`src/rtl/joypad_port.sv`:
```
// Controller port for $4016/$4017: a scanner FSM polls NES pads serially, and a strobe/shift register serves CPU reads.
// Optional second pad is built when JOYPAD_PAD2_EN is defined.
`timescale 1ns/1ps
module joypad_port #(
    parameter int P_half = 64,
    parameter int P_poll = 16384
) (
    input  logic        I_clock,
    input  logic        I_reset,
    input  logic        I_host_addr,
    input  logic        I_host_wren,
    input  logic        I_host_rden,
    input  logic [7:0]  I_host_data,
    output logic [7:0]  O_host_data,
    output logic        O_pad_latch,
    output logic        O_pad_clock,
    input  logic [1:0]  I_pad_data,
    output logic [15:0] O_pad_state
);

`ifdef JOYPAD_PAD2_EN
    localparam int NP = 2;
`else
    localparam int NP = 1;
`endif

    localparam int CMAX = (P_poll > 2*P_half) ? P_poll : 2*P_half;
    localparam int CW   = $clog2(CMAX + 1);
    localparam logic [CW-1:0] POLL_END  = CW'(P_poll - 1);
    localparam logic [CW-1:0] LATCH_END = CW'(2*P_half - 1);
    localparam logic [CW-1:0] HALF_END  = CW'(P_half - 1);

    typedef enum logic [2:0] {
        S_IDLE, S_LATCH, S_SAMPLE, S_CLK_HI, S_CLK_LO, S_COMMIT
    } state_t;

    state_t             state_q;
    logic [CW-1:0]      cnt_q;
    logic [2:0]         idx_q;
    logic               latch_q, pclk_q;
    logic [NP-1:0]      sync1_q, sync2_q;
    logic [NP-1:0][7:0] asm_q, snap_q, shift_q;

    logic wren_q, rden_q, rd_addr_q, strobe_q;
    logic wr_4016, rd_fall, strobe_d;

    logic unused_host_bits;
    assign unused_host_bits = ^I_host_data[7:1];

    // Pads idle high (released); the flops reset to 1 so nothing reads as pressed.
    always_ff @(posedge I_clock or negedge I_reset) begin
        if (!I_reset) begin
            sync1_q <= '1;
            sync2_q <= '1;
        end else begin
            sync1_q <= I_pad_data[NP-1:0];
            sync2_q <= sync1_q;
        end
    end

    always_ff @(posedge I_clock or negedge I_reset) begin
        if (!I_reset) begin
            state_q <= S_IDLE;
            cnt_q   <= '0;
            idx_q   <= '0;
            latch_q <= 1'b0;
            pclk_q  <= 1'b0;
            asm_q   <= '0;
            snap_q  <= '0;
        end else begin
            case (state_q)
                S_IDLE: begin
                    if (cnt_q == POLL_END) begin
                        cnt_q   <= '0;
                        latch_q <= 1'b1;
                        state_q <= S_LATCH;
                    end else begin
                        cnt_q <= cnt_q + 1'b1;
                    end
                end
                S_LATCH: begin
                    if (cnt_q == LATCH_END) begin
                        cnt_q   <= '0;
                        latch_q <= 1'b0;
                        idx_q   <= '0;
                        state_q <= S_SAMPLE;
                    end else begin
                        cnt_q <= cnt_q + 1'b1;
                    end
                end
                S_SAMPLE: begin
                    for (int p = 0; p < NP; p++) asm_q[p][idx_q] <= ~sync2_q[p];
                    if (idx_q == 3'd7) begin
                        state_q <= S_COMMIT;
                    end else begin
                        pclk_q  <= 1'b1;
                        state_q <= S_CLK_HI;
                    end
                end
                S_CLK_HI: begin
                    if (cnt_q == HALF_END) begin
                        cnt_q   <= '0;
                        pclk_q  <= 1'b0;
                        state_q <= S_CLK_LO;
                    end else begin
                        cnt_q <= cnt_q + 1'b1;
                    end
                end
                S_CLK_LO: begin
                    if (cnt_q == HALF_END) begin
                        cnt_q   <= '0;
                        idx_q   <= idx_q + 3'd1;
                        state_q <= S_SAMPLE;
                    end else begin
                        cnt_q <= cnt_q + 1'b1;
                    end
                end
                S_COMMIT: begin
                    snap_q  <= asm_q;
                    state_q <= S_IDLE;
                end
                default: state_q <= S_IDLE;
            endcase
        end
    end

    assign O_pad_latch = latch_q;
    assign O_pad_clock = pclk_q;

    // Host side: writes act on the rising edge of wren, shifts on the falling edge of rden.
    assign wr_4016  = I_host_wren & ~wren_q & ~I_host_addr;
    assign rd_fall  = rden_q & ~I_host_rden;
    assign strobe_d = wr_4016 ? I_host_data[0] : strobe_q;

    always_ff @(posedge I_clock or negedge I_reset) begin
        if (!I_reset) begin
            wren_q    <= 1'b0;
            rden_q    <= 1'b0;
            rd_addr_q <= 1'b0;
            strobe_q  <= 1'b0;
            shift_q   <= '0;
        end else begin
            wren_q   <= I_host_wren;
            rden_q   <= I_host_rden;
            strobe_q <= strobe_d;
            if (I_host_rden) rd_addr_q <= I_host_addr;
            for (int p = 0; p < NP; p++) begin
                if (strobe_q)
                    shift_q[p] <= snap_q[p];
                else if (rd_fall && !wr_4016 && rd_addr_q == 1'(p))
                    shift_q[p] <= {1'b1, shift_q[p][7:1]};
            end
        end
    end

`ifdef JOYPAD_PAD2_EN
    assign O_host_data = {7'b0100000, shift_q[I_host_addr][0]};
    assign O_pad_state = {snap_q[1], snap_q[0]};
`else
    logic unused_pad1;
    assign unused_pad1 = I_pad_data[1];
    assign O_host_data = {7'b0100000, shift_q[0][0] & ~I_host_addr};
    assign O_pad_state = {8'h00, snap_q[0]};
`endif

endmodule
```
`config.mk`:
```
export PLATFORM = sky130hd
export DESIGN_NAME = joypad_port
export DESIGN_NICKNAME = d
export VERILOG_FILES = /design/src/rtl/joypad_port.sv
export SDC_FILE = /design/constraint.sdc
export NUM_CORES = 1
export LEC_CHECK = 0
export BUFFER_PORTS_ARGS = -buffer_cell sky130_fd_sc_hd__buf_2
export CAP_MARGIN = 20
export CORE_ASPECT_RATIO = 0.6
export CORE_MARGIN = 3
export CORE_UTILIZATION = 53
export CTS_BUF_LIST = sky130_fd_sc_hd__clkbuf_8
export CTS_CLUSTER_DIAMETER = 30
export CTS_CLUSTER_SIZE = 25
export DETAILED_ROUTE_END_ITERATION = 16
export GPL_ROUTABILITY_DRIVEN = 0
export PLACE_DENSITY = 0.75
export SYNTH_ARGS = -nofsm -noshare
export SYNTH_HDL_FRONTEND = slang
export SYNTH_SLANG_ARGS = --single-unit
```
`constraint.sdc`:
```
create_clock -name I_clock -period 2.2 [get_ports I_clock]
set_clock_uncertainty 0.2 [all_clocks]
set_input_delay 0.22 -clock I_clock [delete_from_list [all_inputs] [get_ports I_clock]]
set_output_delay 0.22 -clock I_clock [all_outputs]
set_load 0.01 [all_outputs]
```
## Word-level counts from Yosys, hierarchy flattened

Cells that the tools add are included.

- Register bits: 53
- Bits of input ports: 15

- Order comparisons: 2
- Reduce and logical (&&, ||, !) cells: 15
- Bitwise gates (word level): 9
- Mux-type cells: 24
- Equality and inequality tests: 14
- Add/subtract/negate cells: 2

Operators by type and width:

| kind | count |
|---|---|
| $mux W15 | 3 |
| $pmux W15 S3 | 1 |
| $mux W3 | 7 |
| $mux W8 | 2 |
| $add A15 B1 Y15 const B | 1 |
| $eq A15 B14 Y1 const B | 1 |
| $eq A15 B6 Y1 const B | 1 |
| $eq A15 B7 Y1 const B | 1 |
| $pmux W3 S5 | 1 |
| $ne A2 B2 Y1 const B | 5 |
| $eq A3 B3 Y1 const B | 3 |
| $reduce_and A3 Y1 | 3 |
| $bwmux W8 | 1 |
| $reduce_bool A2 Y1 | 4 |
| $eq A3 B2 Y1 const B | 2 |
| $pmux W3 S2 | 1 |
| $mux W1 | 5 |
| $not A1 Y1 | 5 |
| $and A1 B1 Y1 | 4 |
| $lt A3 B4 Y1 const B | 1 |
| $pmux W1 S2 | 2 |
| $reduce_and A4 Y1 | 1 |
| $add A3 B1 Y3 const B | 1 |
| $demux W1 S3 | 1 |
| 7 further kinds | 9 |

## Logic depth before layout (Yosys ltp)

Gate-level depths: netlist of the first run.

- Depth after elaboration: 8
- Mapped depth: 7
- Gate-level depth less buffers: 6

## Worst setup path before layout of the first run

Ideal clock, no wire load.

- Kind: reg-to-reg
- Start: register cnt_q[8]
- End: register idx_q[0]
- Slack: 0.021 ns
- Required time: 1.875 ns
- Buffers on the path: 0
- Clock period less this slack: 2.179 ns
- Stages on the path, launching flop included: 6
- Data arrival time: 1.853 ns
- Path through: dfrtp_1 or4_4 nor4_4 and3_4 a21oi_2 mux2_4

- Word-level cells in the longest chain between the ends: 3

Ends and longest elaborated chain:

| element | line | RTL |
|---|---|---|
| from (decl) | 38 | `logic [CW-1:0] cnt_q;` |
| from (signal assigned) | 78 | `cnt_q <= cnt_q + 1'b1;` |
| from (signal assigned) | 88 | `cnt_q <= cnt_q + 1'b1;` |
| from (signal assigned) | 106 | `cnt_q <= cnt_q + 1'b1;` |
| $eq A15 B6 Y1 or $eq A15 B7 Y1 (tied branches) | 110, 82 |  |
| $ne A2 B2 Y1 (no line) | n/a |  |
| $reduce_and A3 Y1 (no line) (*) | n/a |  |
| to (signal assigned) | 112 | `idx_q <= idx_q + 3'd1;` |
| to (decl) | 39 | `logic [2:0] idx_q;` |

Mark *: on every way between the ends. The rest lies on a longest branch, timed or not.
A chain may end at the register's enable or synchronous reset.

## Final worst setup path of the first run

- Start: register cnt_q[14]
- End: register idx_q[0]

The elaborated chain is that of the path after synthesis.

==> reports/summary.txt, run 1 <==
Mapped Area: 2760 µm²
largest net degree at the start of global routing: 33
fin crit period: 2.29 ns
H-Tree Depth: 2
DIE WIDTH: 99.1 µm
DP Area: 3050 µm²
FMAX: 437 MHz
total number of vias: 2,225
DR WL/cell: 14.4 µm
register area share after synthesis: 48.2%
Worst Setup SP: cnt_q[14]$_DFFE_PN0P_
Clock Power Share: 34.8%
Root Buffer: clkbuf_8
proportion of synthesized area in mux cells: 6.63%
final worst slack: -0.0878 ns
Starting DRT DRC Count: 139
Routed Antenna Nets: 0
row count: 19
Hold Fails Final Rpt: 0
Layout Nets: 365
RSZ-0062 raised after global routing: true
Leakage: 1.58 nW
Fillers: 366
DRC Markers: 0
WP data arrival: 2.29 ns
non-filler instance count after layout: 411
Final Routed Wirelength: 5920 µm
Worst Hold Class: reg2reg
placed cell count: 391
Yosys warning total: 0
DRT Pass-1 Iters: 4
compound-cell area share of the yosys netlist: 14.9%
largest family of logic cells by synthesized area: simple AND/OR/NAND/NOR gates
post-synthesis xor/xnor area fraction: 0.636%
#FFs+latches synth: 53
TritonCTS Buffers: 5
final core occ: 69.0%
WHS Path Cells: 0
Post-Synth Simple-Gate Area: 20.6%
MaxCap Viol Count: 0
HPWL Detailed: 4270 µm
most frequent cells in the layout: 55 x nand2_1, 51 x dfrtp_1, 36 x buf_4, 23 x o21ai_0, 20 x nor2_1
Min Hold Slack: 0.163 ns
Max Buffers Root-to-Sink: 2
worst flop-to-flop path startpoint: cnt_q[14]$_DFFE_PN0P_
port buffer count: 17
Initial Utilization: 57.7%
Pins Over Slew Limit: 0
diode count: 0
hold path startpoint: sync1_q$_DFF_PN1_
first-pass GRT wire length: 9630 µm
CP max stage delay: 0.58 ns
Syn Inst Count: 294
Least-Margin Pin Slew: 0.510 ns
gr usage total: 20.1%
P per Cell Area: 504 nW/µm²
Post-Synth Adder-Cell Area: 1.36%
clk slew on worst S/H paths: 0.10 ns
Worst setup EP type: flop
CTS tree: built
worst-path fanout max: 3
critical path startpoint category: flop
maximum VDD drop: 0.405 mV
Int Pwr: 1.25 mW
crit path max-delay cell type: or4_4
most common cell after layout, fill and taps aside: nand2_1
failing checks: setup timing
Worst Path Class, Setup: reg2reg
die height: 61.9 µm
area of the core: 4780 µm²
Final setup violation count: 18
Die Area: 6130 µm²
Sw Ratio: 24.8%
vias in the first global route: 1,999
share of cells above drive strength 1: 25.9%
num ports: 41
period utilization: 104%
outcome: finished with violations
fin area: 3300 µm²
Syn Area/Cell: 9.37 µm²
Worst-Skew Late Latency: 0.32 ns
power share of the combinational group: 4.4%
Syn-to-layout area delta: 19.8%
crit-path cells: or4_4 > nor4_4 > buf_4 > and3_4 > a21oi_2 > mux2_4
depth of the most critical reg-to-reg path: 6
Reg power frac: 60.8%
Netlist cell types: 49
Worst EP required: 2.20 ns
Relative slew margins: 66.0%
Sw Pwr: 0.412 mW
Vias/cell: 5.41
remaining global-route overflow: 0
CTS Sinks: 53
initial antenna violation count: 0
## worst max-delay path: cells and delay by family, from the launching register on
kind	cells	cell delay, ns
simple gates	3	1.11
flops	1	0.40
mux	1	0.25
buf+inv	1	0.17
compound gates	1	0.05
## cell usage after synthesis (all sizes together)
cell,number,area [µm²]
a21oi,6,33.8
a22o,2,20.0
a311oi,1,8.76
a31oi,1,6.26
and3,6,43.8
buf,19,138
clkbuf,9,35.0
conb,2,7.51
dfrtp,51,1280
dfstp,2,52.6
ha,3,37.5
inv,8,30.0
mux2,7,82.6
mux2i,10,100
nand2,55,206
nand2b,1,6.26
nand3,10,50.1
nand3b,4,30.0
nand4,1,6.26
nand4b,1,8.76
nor2,22,85.1
nor2b,4,25.0
nor3,4,20.0
nor3b,2,15.0
nor4,4,40.0
o211ai,6,45.0
o21a,3,22.5
o21ai,29,160
o22ai,8,56.3
o31a,2,17.5
o31ai,3,22.5
o41ai,2,17.5
or3,2,12.5
or4,2,18.8
xor2,2,17.5
## worst paths after layout
path	slack, ns	end
min in group asynchronous	0.20	asm_q[6]$_DFFE_PN0P_
setup reg to reg	-0.09	idx_q[0]$_DFFE_PN0P_
setup / recovery	-0.09	idx_q[0]$_DFFE_PN0P_
max in group asynchronous	1.06	wren_q$_DFF_PN0_
hold / removal	0.16	sync2_q$_DFF_PN1_
hold reg to reg	0.16	sync2_q$_DFF_PN1_
## layer usage
layer	global-route usage (%)	vias to the layer above	share of wire [%]
met3	4.01	4	5.7
met5	0	-	0
met4	5.45	0	0.56
met1	30.8	1049	52
met2	29.3	65	41
li1	-	1107	-
## flip-flops by register name (all words and copies together) (netlist names)
register     cells
O_pad_clock      1
O_pad_latch      1
asm_q            8
cnt_q           15
idx_q            3
rd_addr_q        1
rden_q           1
shift_q          8
snap_q           8
state_q          3
strobe_q         1
sync1_q          1
sync2_q          1
wren_q           1
## per-stage QoR
stage	power [mW]	TNS (ns)	worst slack, ns
floorplan	1.08	0	0.0214
global placement	1.09	-0.751	-0.0764
detailed placement	1.10	-1.36	-0.128
CTS	1.67	-0.135	-0.0545
global route	1.72	-1.70	-0.143
finish	1.66	-0.549	-0.0878
## power by group through the flow
| stage | clock network (mW) | logic, mW | registers, mW |
|---|---|---|---|
| CTS | 0.588 | 0.0741 | 1.01 |
| global route | 0.624 | 0.0823 | 1.01 |
| floorplan | 0 | 0.0593 | 1.02 |
| finish | 0.579 | 0.0728 | 1.01 |
| global placement | 0 | 0.0636 | 1.03 |
| detailed placement | 0 | 0.0660 | 1.03 |
## layout make-up
cell class,count,area (µm²),share of cell area (%)
repair buffers,61,447,13.5
multi-input cells,218,1320,40.0
clock inverters,3,26.3,0.796
clock buffers,5,68.8,2.09
flip-flops and latches,53,1330,40.3
well taps,63,78.8,2.39
inverters,8,30.0,0.910
## timing repair
| item | in CTS | in global routing |
|---|---|---|
| cloned | 0 | 0 |
| resized for setup | 5 | 3 |
| endpoints found under the setup margin | 19 | 19 |
| pin swaps | 0 | 3 |
| hold buffers | 6 | 0 |
| endpoints found under the hold margin | 24 | 0 |
| buffers inserted | 1 | 5 |
## logic make-up (layout without fill, tap and decap cells)
logic type | count (synthesis) | count (layout)
AND/OR/NAND/NOR | 118 | 118
AO/OA/AOI/OAI | 63 | 63
flip-flops | 53 | 53
buffers and inverters | 36 | 77
multiplexers | 17 | 17
adder cells (fa/ha/maj) | 3 | 3
other | 2 | 15
XOR/XNOR | 2 | 2
Power figures use the tool's default switching activity.
==> inputs of run 2 (changes only) <==
--- a/config.mk
+++ b/config.mk
@@ -9,13 +9,13 @@
 export CAP_MARGIN = 20
 export CORE_ASPECT_RATIO = 0.6
 export CORE_MARGIN = 3
-export CORE_UTILIZATION = 53
+export CORE_UTILIZATION = 50
 export CTS_BUF_LIST = sky130_fd_sc_hd__clkbuf_8
 export CTS_CLUSTER_DIAMETER = 30
 export CTS_CLUSTER_SIZE = 25
 export DETAILED_ROUTE_END_ITERATION = 16
 export GPL_ROUTABILITY_DRIVEN = 0
-export PLACE_DENSITY = 0.75
+export PLACE_DENSITY = 0.71
 export SYNTH_ARGS = -nofsm -noshare
 export SYNTH_HDL_FRONTEND = slang
 export SYNTH_SLANG_ARGS = --single-unit
==> run 2 against run 1 <==
The flow still finishes with violations (setup timing). Largest power group unchanged. Worst setup slack improved by 0.043 ns. Critical path type unchanged. Global-route usage is 1.6 points lower. Via count down 1.8%. Maximum frequency is 1.9% higher. Cell area fell by 3.0%. Core utilization fell by 7.2 points. Wire length decreased by 6.5%.
==> reports/summary.txt, run 2 (synthesized netlist as in run 1, its figures left out) <==
outcome: finished with violations
failing checks: setup timing
Layout Nets: 354
hold path startpoint: sync1_q$_DFF_PN1_
routing usage on met1: 28.5%
Worst-Skew Late Latency: 0.31 ns
CP max stage delay: 0.58 ns
busiest grt layer: met1
crit path max-delay cell type: or4_4
MaxCap Viol Count: 0
share of cells above drive strength 1: 22.8%
Worst setup EP type: flop
Vias/cell: 5.42
Worst Hold Class: reg2reg
area of the core: 5180 µm²
Final setup violation count: 3
gr usage total: 18.5%
H-Tree Depth: 2
Hold Fails Final Rpt: 0
HPWL Detailed: 4040 µm
Worst Path Class, Setup: reg2reg
CTS tree: built
CTS Sinks: 53
Leakage: 1.52 nW
die height: 63.5 µm
Max Buffers Root-to-Sink: 2
final worst slack: -0.0447 ns
Reg with most FFs: cnt_q
DRC Markers: 0
row count: 20
maximum VDD drop: 0.280 mV
RSZ-0062 raised after global routing: true
TritonCTS Buffers: 5
Pins Over Slew Limit: 0
num ports: 41
worst flop-to-flop path startpoint: cnt_q[12]$_DFFE_PN0P_
max FFs per register: 15
Min Hold Slack: 0.162 ns
Die Area: 6470 µm²
period utilization: 102%
Syn-to-layout area delta: 16.2%
GR Layer Usage met3: 4.54%
Worst Setup SP: cnt_q[12]$_DFFE_PN0P_
P per Cell Area: 518 nW/µm²
DRT Pass-1 Iters: 4
clk slew on worst S/H paths: 0.10 ns
largest net degree at the start of global routing: 35
first-pass GRT wire length: 9460 µm
Setup WS pre-CTS: -0.0516 ns
worst-path fanout max: 3
vias in the first global route: 2,004
Least-Margin Pin Slew: 0.516 ns
remaining global-route overflow: 0
Worst EP required: 2.20 ns
most common cell after layout, fill and taps aside: nand2_1
DR WL/cell: 13.7 µm
Routed Antenna Nets: 0
port buffer count: 17
Root Buffer: clkbuf_8
DIE WIDTH: 102 µm
diode count: 0
most frequent cells in the layout: 55 x nand2_1, 51 x dfrtp_1, 25 x buf_4, 24 x o21ai_0, 21 x nor2_1
Starting DRT DRC Count: 117
Initial Utilization: 53.2%
fin crit period: 2.24 ns
Relative slew margins: 65.3%
Final Routed Wirelength: 5530 µm
FMAX: 445 MHz
met2 usage: 25.9%
critical path startpoint category: flop
total number of vias: 2,184
initial antenna violation count: 0
WP data arrival: 2.24 ns
crit-path cells: or4_4 > nor4_4 > buf_4 > and3_4 > a21oi_2 > mux2_4
## run 2: timing repair
action / in CTS / in global routing
endpoints found under the hold margin: 24 / 0
setup buffers: 0 / 0
gates resized for setup: 2 / 2
hold buffers: 6 / 0
setup endpoints to repair: 15 / 19
pin swaps: 1 / 1
## run 2: power breakdown
part           leakage [nW]  switching, mW  internal (mW)  total (mW)
Sequential            0.708         0.0209          0.990        1.01
Clock                0.0423          0.345          0.232       0.577
Combinational         0.772         0.0435         0.0281      0.0716
## run 2: cell type report
class	instances	area, µm²
Timing Repair Buffer	50	364
Sequential cell	53	1330
Fill cell	431	1980
Multi-Input combinational cell	218	1300
Clock buffer	5	68.8
Clock inverter	3	26.3
Tap cell	66	82.6
Inverter	8	30.0
## run 2: final timing paths
check / to / slack (ns) / cells past startpoint
worst max-delay path: idx_q[0]$_DFFE_PN0P_ / -0.04 / 6
worst min-delay path: sync2_q$_DFF_PN1_ / 0.16 / 0
max in group asynchronous: sync1_q$_DFF_PN1_ / 0.98 / 3
min in group asynchronous: shift_q[7]$_DFFE_PN0P_ / 0.20 / 2
worst max register to register: idx_q[0]$_DFFE_PN0P_ / -0.04 / 6
worst min register to register: sync2_q$_DFF_PN1_ / 0.16 / 0
## run 2: worst max-delay path, delay by kind of cell, from the launching register on
| kind | cells | cell delay [ns] |
|---|---|---|
| and+or+nand+nor | 3 | 1.08 |
| DFF | 1 | 0.39 |
| muxes | 1 | 0.26 |
| buffers and inverters | 1 | 0.17 |
| AOI/OAI and AO/OA | 1 | 0.05 |
## run 2: metrics by stage
stage / util [%] / area, µm² / cells / TNS, ns / power (mW)
detailed placement: 58.3 / 3020 / 389 / -0.175 / 1.10
CTS: 61.4 / 3180 / 403 / -0.0963 / 1.68
global placement: 58.3 / 3020 / 389 / -0.00903 / 1.09
floorplan: - / 2800 / 307 / 0 / 1.08
global route: 61.8 / 3200 / 403 / -0.818 / 1.74
finish: 61.8 / 3200 / 403 / -0.0784 / 1.66
## run 2: per-layer routing
| layer | vias to the layer above | routed length (µm) | part of all wire [%] |
|---|---|---|---|
| met5 | - | 0 | 0 |
| li1 | 1080 | - | - |
| met1 | 1018 | 2870 | 52 |
| met4 | 0 | 19 | 0.34 |
| met3 | 2 | 395 | 7.1 |
| met2 | 84 | 2250 | 41 |
